File: config.mk
export PLATFORM = sky130hd
export DESIGN_NAME = turbo_iter_sched
export DESIGN_NICKNAME = d
export VERILOG_FILES = /design/src/rtl/turbo_pkg.sv /design/src/rtl/siso_watchdog.sv /design/src/rtl/turbo_iter_sched.sv
export SDC_FILE = /design/constraint.sdc
export NUM_CORES = 1
export LEC_CHECK = 0
export ABC_AREA = 1
export ABC_CLOCK_PERIOD_IN_PS = 2800
export CAP_MARGIN = 20
export CORE_MARGIN = 1
export CORE_UTILIZATION = 51
export DETAILED_ROUTE_END_ITERATION = 6
export PLACE_DENSITY_LB_ADDON = 0.1
export SYNTH_ARGS = -nofsm -noshare
export SYNTH_HDL_FRONTEND = slang
export SYNTH_HIERARCHICAL = 1
export SYNTH_SLANG_ARGS = --single-unit
File: constraint.sdc
create_clock -name clk_p_i -period 2.8 [get_ports clk_p_i]
set_input_delay 0.56 -clock clk_p_i [delete_from_list [all_inputs] [get_ports clk_p_i]]
set_output_delay 0.56 -clock clk_p_i [all_outputs]
set_load 0.01 [all_outputs]
File: src/rtl/turbo_pkg.sv
// Shared turbo decoder definitions: scheduler state encoding, default sizing
// and SISO handshake constants reused by the decoder top level.
package turbo_pkg;

    localparam int unsigned TURBO_MAX_ITER   = 16;
    localparam int unsigned TURBO_ITER_W     = 6;
    localparam int unsigned TURBO_LOAD_BEATS = 4;
    localparam int unsigned TURBO_TIMEOUT    = 255;
    localparam int unsigned TURBO_TO_W       = 8;

    // Width of the load beat index port; supports up to 8 beats per block.
    localparam int unsigned TURBO_BEAT_W     = 3;

    // SISO handshake: start is a single-cycle pulse, done may be pulse or level.
    localparam int unsigned SISO_START_CYCLES = 1;

    typedef enum logic [3:0] {
        ST_IDLE    = 4'd0,
        ST_LOAD    = 4'd1,
        ST_D1_GO   = 4'd2,
        ST_D1_WAIT = 4'd3,
        ST_D2_GO   = 4'd4,
        ST_D2_WAIT = 4'd5,
        ST_CHECK   = 4'd6,
        ST_OUT     = 4'd7,
        ST_ERR     = 4'd8
    } sched_state_e;

    function automatic logic is_siso1_phase(input sched_state_e s);
        return (s == ST_D1_GO) || (s == ST_D1_WAIT);
    endfunction

endpackage

File: src/rtl/siso_watchdog.sv
// Cycle watchdog shared by both SISO wait states; expire_o flags the wait
// cycle in which the count reaches TIMEOUT without being cleared.
module siso_watchdog #(
    parameter int unsigned TIMEOUT = 255,
    parameter int unsigned TO_W    = 8
) (
    input  logic clk_p_i,
    input  logic reset_n_i,
    input  logic clear_i,
    input  logic enable_i,
    output logic expire_o
);

    logic [TO_W-1:0] cnt_q;
    logic [TO_W-1:0] cnt_d;

    always_comb begin
        cnt_d = cnt_q;
        if (clear_i) begin
            cnt_d = '0;
        end else if (enable_i) begin
            cnt_d = cnt_q + 1'b1;
        end
    end

    // Expiry is raised in the cycle whose increment would reach TIMEOUT.
    assign expire_o = enable_i && !clear_i && (cnt_q == TO_W'(TIMEOUT - 1));

    always_ff @(posedge clk_p_i or negedge reset_n_i) begin
        if (!reset_n_i) begin
            cnt_q <= '0;
        end else begin
            cnt_q <= cnt_d;
        end
    end

endmodule

File: src/rtl/turbo_iter_sched.sv
// Turbo decoder iteration scheduler: block load, alternating SISO1/SISO2
// half-iterations, iteration counting, early termination and output handoff.
module turbo_iter_sched
    import turbo_pkg::*;
#(
    parameter int unsigned MAX_ITER   = TURBO_MAX_ITER,
    parameter int unsigned ITER_W     = TURBO_ITER_W,
    parameter int unsigned LOAD_BEATS = TURBO_LOAD_BEATS,
    parameter int unsigned TIMEOUT    = TURBO_TIMEOUT,
    parameter int unsigned TO_W       = TURBO_TO_W
) (
    input  logic                    clk_p_i,
    input  logic                    reset_n_i,
    input  logic                    start_i,
    input  logic                    load_valid_i,
    output logic                    load_ready_o,
    output logic [TURBO_BEAT_W-1:0] load_beat_o,
    output logic                    siso1_start_o,
    input  logic                    siso1_done_i,
    output logic                    siso2_start_o,
    input  logic                    siso2_done_i,
    output logic                    ext_zero_o,
    input  logic                    early_en_i,
    input  logic                    hd_equal_i,
    output logic [ITER_W-1:0]       iter_o,
    output logic                    out_valid_o,
    input  logic                    out_ack_i,
    output logic                    busy_o,
    output logic                    err_o
);

    sched_state_e            state_q;
    sched_state_e            state_d;
    logic [ITER_W-1:0]       iter_q;
    logic [ITER_W-1:0]       iter_d;
    logic [TURBO_BEAT_W-1:0] beat_q;
    logic [TURBO_BEAT_W-1:0] beat_d;

    logic                    wd_clear;
    logic                    wd_enable;
    logic                    wd_expire;
    logic [ITER_W-1:0]       iter_inc;
    logic                    last_beat;
    logic                    early_stop;

    assign iter_inc   = iter_q + ITER_W'(1);
    assign last_beat  = (beat_q == TURBO_BEAT_W'(LOAD_BEATS - 1));
    // First iteration is never a candidate: there is no previous decision yet.
    assign early_stop = early_en_i && hd_equal_i && (iter_q != '0);

    siso_watchdog #(
        .TIMEOUT (TIMEOUT),
        .TO_W    (TO_W)
    ) u_watchdog (
        .clk_p_i   (clk_p_i),
        .reset_n_i (reset_n_i),
        .clear_i   (wd_clear),
        .enable_i  (wd_enable),
        .expire_o  (wd_expire)
    );

    always_comb begin
        state_d       = state_q;
        iter_d        = iter_q;
        beat_d        = beat_q;
        wd_clear      = 1'b0;
        wd_enable     = 1'b0;
        load_ready_o  = 1'b0;
        siso1_start_o = 1'b0;
        siso2_start_o = 1'b0;
        out_valid_o   = 1'b0;
        err_o         = 1'b0;

        case (state_q)
            ST_IDLE: begin
                if (start_i) begin
                    state_d  = ST_LOAD;
                    iter_d   = '0;
                    beat_d   = '0;
                    wd_clear = 1'b1;
                end
            end

            ST_LOAD: begin
                load_ready_o = 1'b1;
                if (load_valid_i) begin
                    if (last_beat) begin
                        beat_d  = '0;
                        state_d = ST_D1_GO;
                    end else begin
                        beat_d = beat_q + 1'b1;
                    end
                end
            end

            ST_D1_GO: begin
                siso1_start_o = 1'b1;
                wd_clear      = 1'b1;
                state_d       = ST_D1_WAIT;
            end

            ST_D1_WAIT: begin
                wd_enable = !siso1_done_i;
                if (siso1_done_i) begin
                    state_d = ST_D2_GO;
                end else if (wd_expire) begin
                    state_d = ST_ERR;
                end
            end

            ST_D2_GO: begin
                siso2_start_o = 1'b1;
                wd_clear      = 1'b1;
                state_d       = ST_D2_WAIT;
            end

            ST_D2_WAIT: begin
                wd_enable = !siso2_done_i;
                if (siso2_done_i) begin
                    state_d = ST_CHECK;
                end else if (wd_expire) begin
                    state_d = ST_ERR;
                end
            end

            ST_CHECK: begin
                iter_d = iter_inc;
                if ((iter_inc == ITER_W'(MAX_ITER)) || early_stop) begin
                    state_d = ST_OUT;
                end else begin
                    state_d = ST_D1_GO;
                end
            end

            ST_OUT: begin
                out_valid_o = 1'b1;
                if (out_ack_i) begin
                    state_d = ST_IDLE;
                end
            end

            ST_ERR: begin
                err_o = 1'b1;
                if (start_i) begin
                    state_d  = ST_LOAD;
                    iter_d   = '0;
                    beat_d   = '0;
                    wd_clear = 1'b1;
                end
            end

            default: begin
                state_d = ST_IDLE;
            end
        endcase
    end

    assign busy_o      = (state_q != ST_IDLE);
    assign ext_zero_o  = is_siso1_phase(state_q) && (iter_q == '0);
    assign iter_o      = iter_q;
    assign load_beat_o = beat_q;

    always_ff @(posedge clk_p_i or negedge reset_n_i) begin
        if (!reset_n_i) begin
            state_q <= ST_IDLE;
            iter_q  <= '0;
            beat_q  <= '0;
        end else begin
            state_q <= state_d;
            iter_q  <= iter_d;
            beat_q  <= beat_d;
        end
    end

endmodule

Word level (Yosys, flattened, before mapping)
Index checks and enable logic that the tools add are counted.
- $add $sub $neg: 3
- equal/unequal tests: 15
- mux-type cells: 25
- reductions and logical operators: 22
- operators by type and width (operator ; count):
    $pmux 4 s8 ; 1
    $mux 4 ; 7
    $eq 4x3->1 const B ; 4
    $mux 8 ; 2
    $mux 3 ; 4
    $pmux 6 s2 ; 1
    $add 8x1->8 const B ; 1
    $eq 4x2->1 const B ; 2
    $eq 8x8->1 const B ; 1
    $add 6x1->6 const B ; 1
    $eq 6x5->1 const B ; 1
    $logic_not 6->1 ; 1
    $mux 1 ; 6
    $mux 6 ; 1
    $ne 2x2->1 const B ; 3
    $pmux 3 s2 ; 1
    $reduce_bool 2->1 ; 3
    $reduce_bool 6->1 ; 1
    $logic_and 1x1->1 ; 5
    $eq 4x1->1 const B ; 1
    $eq 4x4->1 const B ; 1
    $logic_not 4->1 ; 1
    $pmux 1 s2 ; 2
    $reduce_and 4->1 ; 1
    9 further kinds ; 13
- flip-flop bits (word level): 21
- bits of input ports: 9
- output and inout bits: 16
- logic and storage cells: 69

Depth between registers and ports, before layout
Gate-level depths: netlist of run 1.
- depth after elaboration: 9
- gate-level depth with buffers: 13
- depth with buffers taken out: 13

By module
The synthesis of run 1 kept the hierarchy.
- modules (own cells, without submodules) (module ; instances ; cells an instance ; area each (sq um) ; seq. area each (sq um)):
    turbo_iter_sched ; 1 ; 127 ; 910.9 ; 325.3
    siso_watchdog ; 1 ; 53 ; 430.4 ; 200.2

Worst setup path after synthesis of run 1
OpenSTA, ideal clock, no wires.
- path type: register to register
- from: register state_q[1]
- to: register state_q[2]
- library setup time: 0.131 ns
- data arrival time: 2.008 ns
- setup slack: 0.661 ns
- stages on the path, launching flop included: 9
- cells stage by stage: dfrtp_1 > inv_2 > nand4_1 > o21ai_1 > nand3_1 > nor3_1 > o21ai_0 > a211oi_1 > nand3_1
- elaborated cells on any way between the ends: 25
- classes of those cells: 12 x eq/ne; 6 x mux; 7 x reduce/logical
- RTL lines (item ; RTL line ; text):
    start: declaration ; turbo_iter_sched.sv:32 ; sched_state_e state_q;
    start signal: assignment ; turbo_iter_sched.sv:169 ; state_q <= state_d;
    $eq 4x3->1 / $eq 4x2->1 (equally long branches) ; turbo_iter_sched.sv:74 ; case (state_q)
    $pmux 1 s2 (*) ; turbo_iter_sched.sv:74 ;
    named net wd_enable ; turbo_iter_sched.sv:40 ; logic wd_enable;
    $logic_and 1x1->1 (*) (2 in a row) ; siso_watchdog.sv:27 ; assign expire_o = enable_i && !clear_i && (cnt_q == TO_W'(TIMEOUT - 1));
    named net wd_expire ; turbo_iter_sched.sv:41 ; logic wd_expire;
    $mux 4 (*) ; -- ;
    $mux 4, on equally long branches ; -- ;
    $pmux 4 s8 (*) ; turbo_iter_sched.sv:74 ;
The timed path passes the listed nets; every way through them passes the cells marked *.
A chain may end at the register's enable or synchronous reset.

Worst setup path in the final report of run 1
- from: register state_q[3]
- to: register state_q[2]
- longest elaborated chain between the ends: 9
- elaborated cells on any way between the ends: 25
- classes of those cells: 12 x eq/ne; 6 x mux; 7 x reduce/logical
- RTL lines (item ; RTL line ; text):
    $eq 4x4->1 (tied with other cells) ; turbo_iter_sched.sv:74 ;
    $reduce_or 2->1 (no line) ; -- ;
    $pmux 1 s2 (*) ; turbo_iter_sched.sv:74 ;
    named net wd_clear ; turbo_iter_sched.sv:39 ; logic wd_clear;
    $logic_not 1->1 (*) ; siso_watchdog.sv:27 ;
    $logic_and 1x1->1 (*) (2 in a row) ; siso_watchdog.sv:27 ;
    named net wd_expire ; turbo_iter_sched.sv:41 ;
    $mux 4 (*) ; -- ;
    $mux 4, on equally long branches ; -- ;
    $pmux 4 s8 (*) ; turbo_iter_sched.sv:74 ;
Marked as above.

==> metrics.txt, run 1 <==
drt drc=0; hold crit path type=register to register; Post-synth top flop=dfrtp_1; IO Count=25; PwrDens=roughly 740 mW/mm²; Filler cells=220; max-cap check violation count=0; count leader, synth=nand2_1; DRT Wirelength=3110 µm; Setup crit end kind=register; CP Buf/Inv Count=2; placement row count=18; Slew @ Worst Pin=0.540 ns; sequential fraction of the synthesis area=around two fifths; top cells by area, synth=dfrtp_1, nand2_1, inv_1; largest net degree at the start of global routing=22; Seq cells post-synth=21; layout cells sized above 1=approximately 11%; P_leak=approximately 0.79 nW; via count=1312; critical path class=register to register; Final Hold Viols=0; CP Cell Sequence=inv_1 -> nand2_1 -> nor3_2 -> nor2_1 -> nand2_1 -> inv_1 -> nand3_1 -> nor3_1 -> o21ai_0 -> a211oi_1 -> nand3_1; clock slew at reported path FFs=0.12 ns; part of the cycle the worst path needs=between 80% and 90%; Synth area leader=dfrtp_1; total grt overflow=0; post-CTS sizing=0; Cell variety after synth=27; Detailed Place HPWL=about 2400 µm; DRT antenna net count=0; Final Power=approximately 1.2 mW; cts bufs inserted=3; Core ar.=about 0.0025 mm²; Post-CTS Hold Buffers=0; Syn Inst Count=180; Max Root-Sink Buffers=2; CP Data Arrival Time=approximately 2.7 ns; vias in the first global route=around 1200; fin crit period=2.51 ns; die area=approximately 0.0028 mm²; clock sink count=21; drt pass-1 iters=4; Clk Latency, worst-skew pair=just over 0.3 ns; EDFF count, synth=0; starting density of the core=a little over half; Mapped Nets=around 200; Area growth, synth to finish=23.9%; Fmax=398 MHz; register area=~530 µm²; slowest cell delay on critical path=between 0.4 and 0.5 ns; drt wl/cell=approximately 13 µm; Slew headroom=around 64%; area of the multi-input gates=between 700 and 800 µm²; number of DRC markers in iteration 0=32; warnings from Yosys=6; skew final=around 0.007 ns; average size of a mapped cell=~7.5 µm²; Worst EP required=approximately 3 ns; Synth top cells by count=nand2_1, inv_1, dfrtp_1, nor2_1, o21ai_0; Synth async-reset ratio=100%; Setup TNS=0 ns; # H-tree levels=1; VDD IR max=around 0.68 mV; Final #Nets=approximately 230; Mapped Area=between 0.001 and 0.0015 mm²; Via density=approximately 5.5; delay-heaviest family, CP=simple AND/OR/NAND/NOR gates; CTS root buffer=clkbuf_4; post-CTS setup buffers=0; Slew Viols, Final=0; post-synth top area share=roughly two fifths; status=completed; number of buffers added on ports=24; first-pass GRT wire length=about 5000 µm; final setup fails=0; GPL Wtd Cong=between 0.9 and 1; TritonCTS clock tree=built; Die Y=about 53 µm; Die X=53.3 µm; critical path launch point type=register; CP max FO=7; initial antenna violation count=0; GRT Util Overall=24.9%; RSZ-0062 raised after global routing=no; ANT cells=0; slowest CP cell=nor3_1
stage by stage:
step	util [%]	area (µm²)	std cells	setup slack, ns	hold slack (ns)
after floorplan	-	1340	180	0.661	0.264
after detailed placement	66.0	1630	236	0.184	0.486
final	67.1	1660	240	0.287	0.499
after global placement	66.0	1630	236	0.307	0.478
after global routing	67.1	1660	240	0.110	0.525
after CTS	67.1	1660	240	0.303	0.503
layer usage:
metal  GRT usage [%]  share of wire, %  up-vias
li1                -                 -      647
met1            27.3                43      611
met2            46.3                50       44
met3            3.16               5.1       10
met4            11.8               2.1        0
met5               0                 0        -
power breakdown:
group          internal (mW)  total [mW]  switching (mW)
registers              0.352       0.419          0.0670
clock network         0.0533       0.147          0.0942
logic                  0.277       0.670           0.393
total                  0.682        1.24           0.554
worst register-to-register path: stages, from the launching register on:
cell and delay (ns):
dfrtp_1 0.42, inv_1 0.13, nand2_1 0.16, nor3_2 0.08
nor2_1 0.17, nand2_1 0.13, inv_1 0.18, nand3_1 0.10
nor3_1 0.43, o21ai_0 0.19, a211oi_1 0.30, nand3_1 0.11
logic make-up (layout without fill, tap and decap cells):
group           after synthesis  after routing  synth area share [%]
buf+inv                      27             57                  7.56
xor+xnor                      1              1                 0.653
fa+ha+maj                     6              6                  5.60
compound gates               27             27                  12.3
simple gates                 98             98                  34.7
flops                        21             21                  39.2
sequential cells by signal (all words and copies together), names as in the netlist:
name	cells
u_watchdog/cnt_q	8
load_beat_o	3
iter_o	6
state_q	4
final timing paths:
check                                    start             endpoint  slack [ns]  depth (start not counted)
setup / recovery                    state_q[3]           state_q[2]        0.29                         11
hold / removal             u_watchdog/cnt_q[3]  u_watchdog/cnt_q[3]        0.50                          1
setup reg to reg                    state_q[3]           state_q[2]        0.29                         11
hold reg to reg            u_watchdog/cnt_q[3]  u_watchdog/cnt_q[3]        0.50                          1
max in group asynchronous            reset_n_i  u_watchdog/cnt_q[0]        1.99                          2
min in group asynchronous            reset_n_i            iter_o[2]        0.58                          2
area by class of cell:
cell class | instances | share of cell area, %
clock buffers | 3 | 1.36
clock inverters | 1 | 0.301
inverters | 27 | 6.10
multi-input cells | 132 | 43.0
flip-flops and latches | 21 | 31.6
well taps | 30 | 2.26
repair buffers | 26 | 15.4
placed cells by master, fill, tap and decap left out, types with 3 or more instances in the layout:
cell type,Yosys,final
inv_2,4,4
a21oi_1,7,7
o21ai_0,11,11
inv_1,23,23
dfrtp_1,21,21
clkdlybuf4s50_1,0,24
clkbuf_4,0,3
o21ai_1,3,3
nor2_1,20,20
ha_1,6,6
nand2_2,3,3
nor3_1,7,7
nand3_1,8,8
nand4_1,4,4
nand2_1,46,46
No activity file was read; power rests on OpenSTA's default activity.
==> run 2, diff against run 1 <==
CTS_CLUSTER_DIAMETER = 150   (was unset)
==> results of run 2 <==
Same layout as run 1: the final DEF is identical, and so are final timing and power.
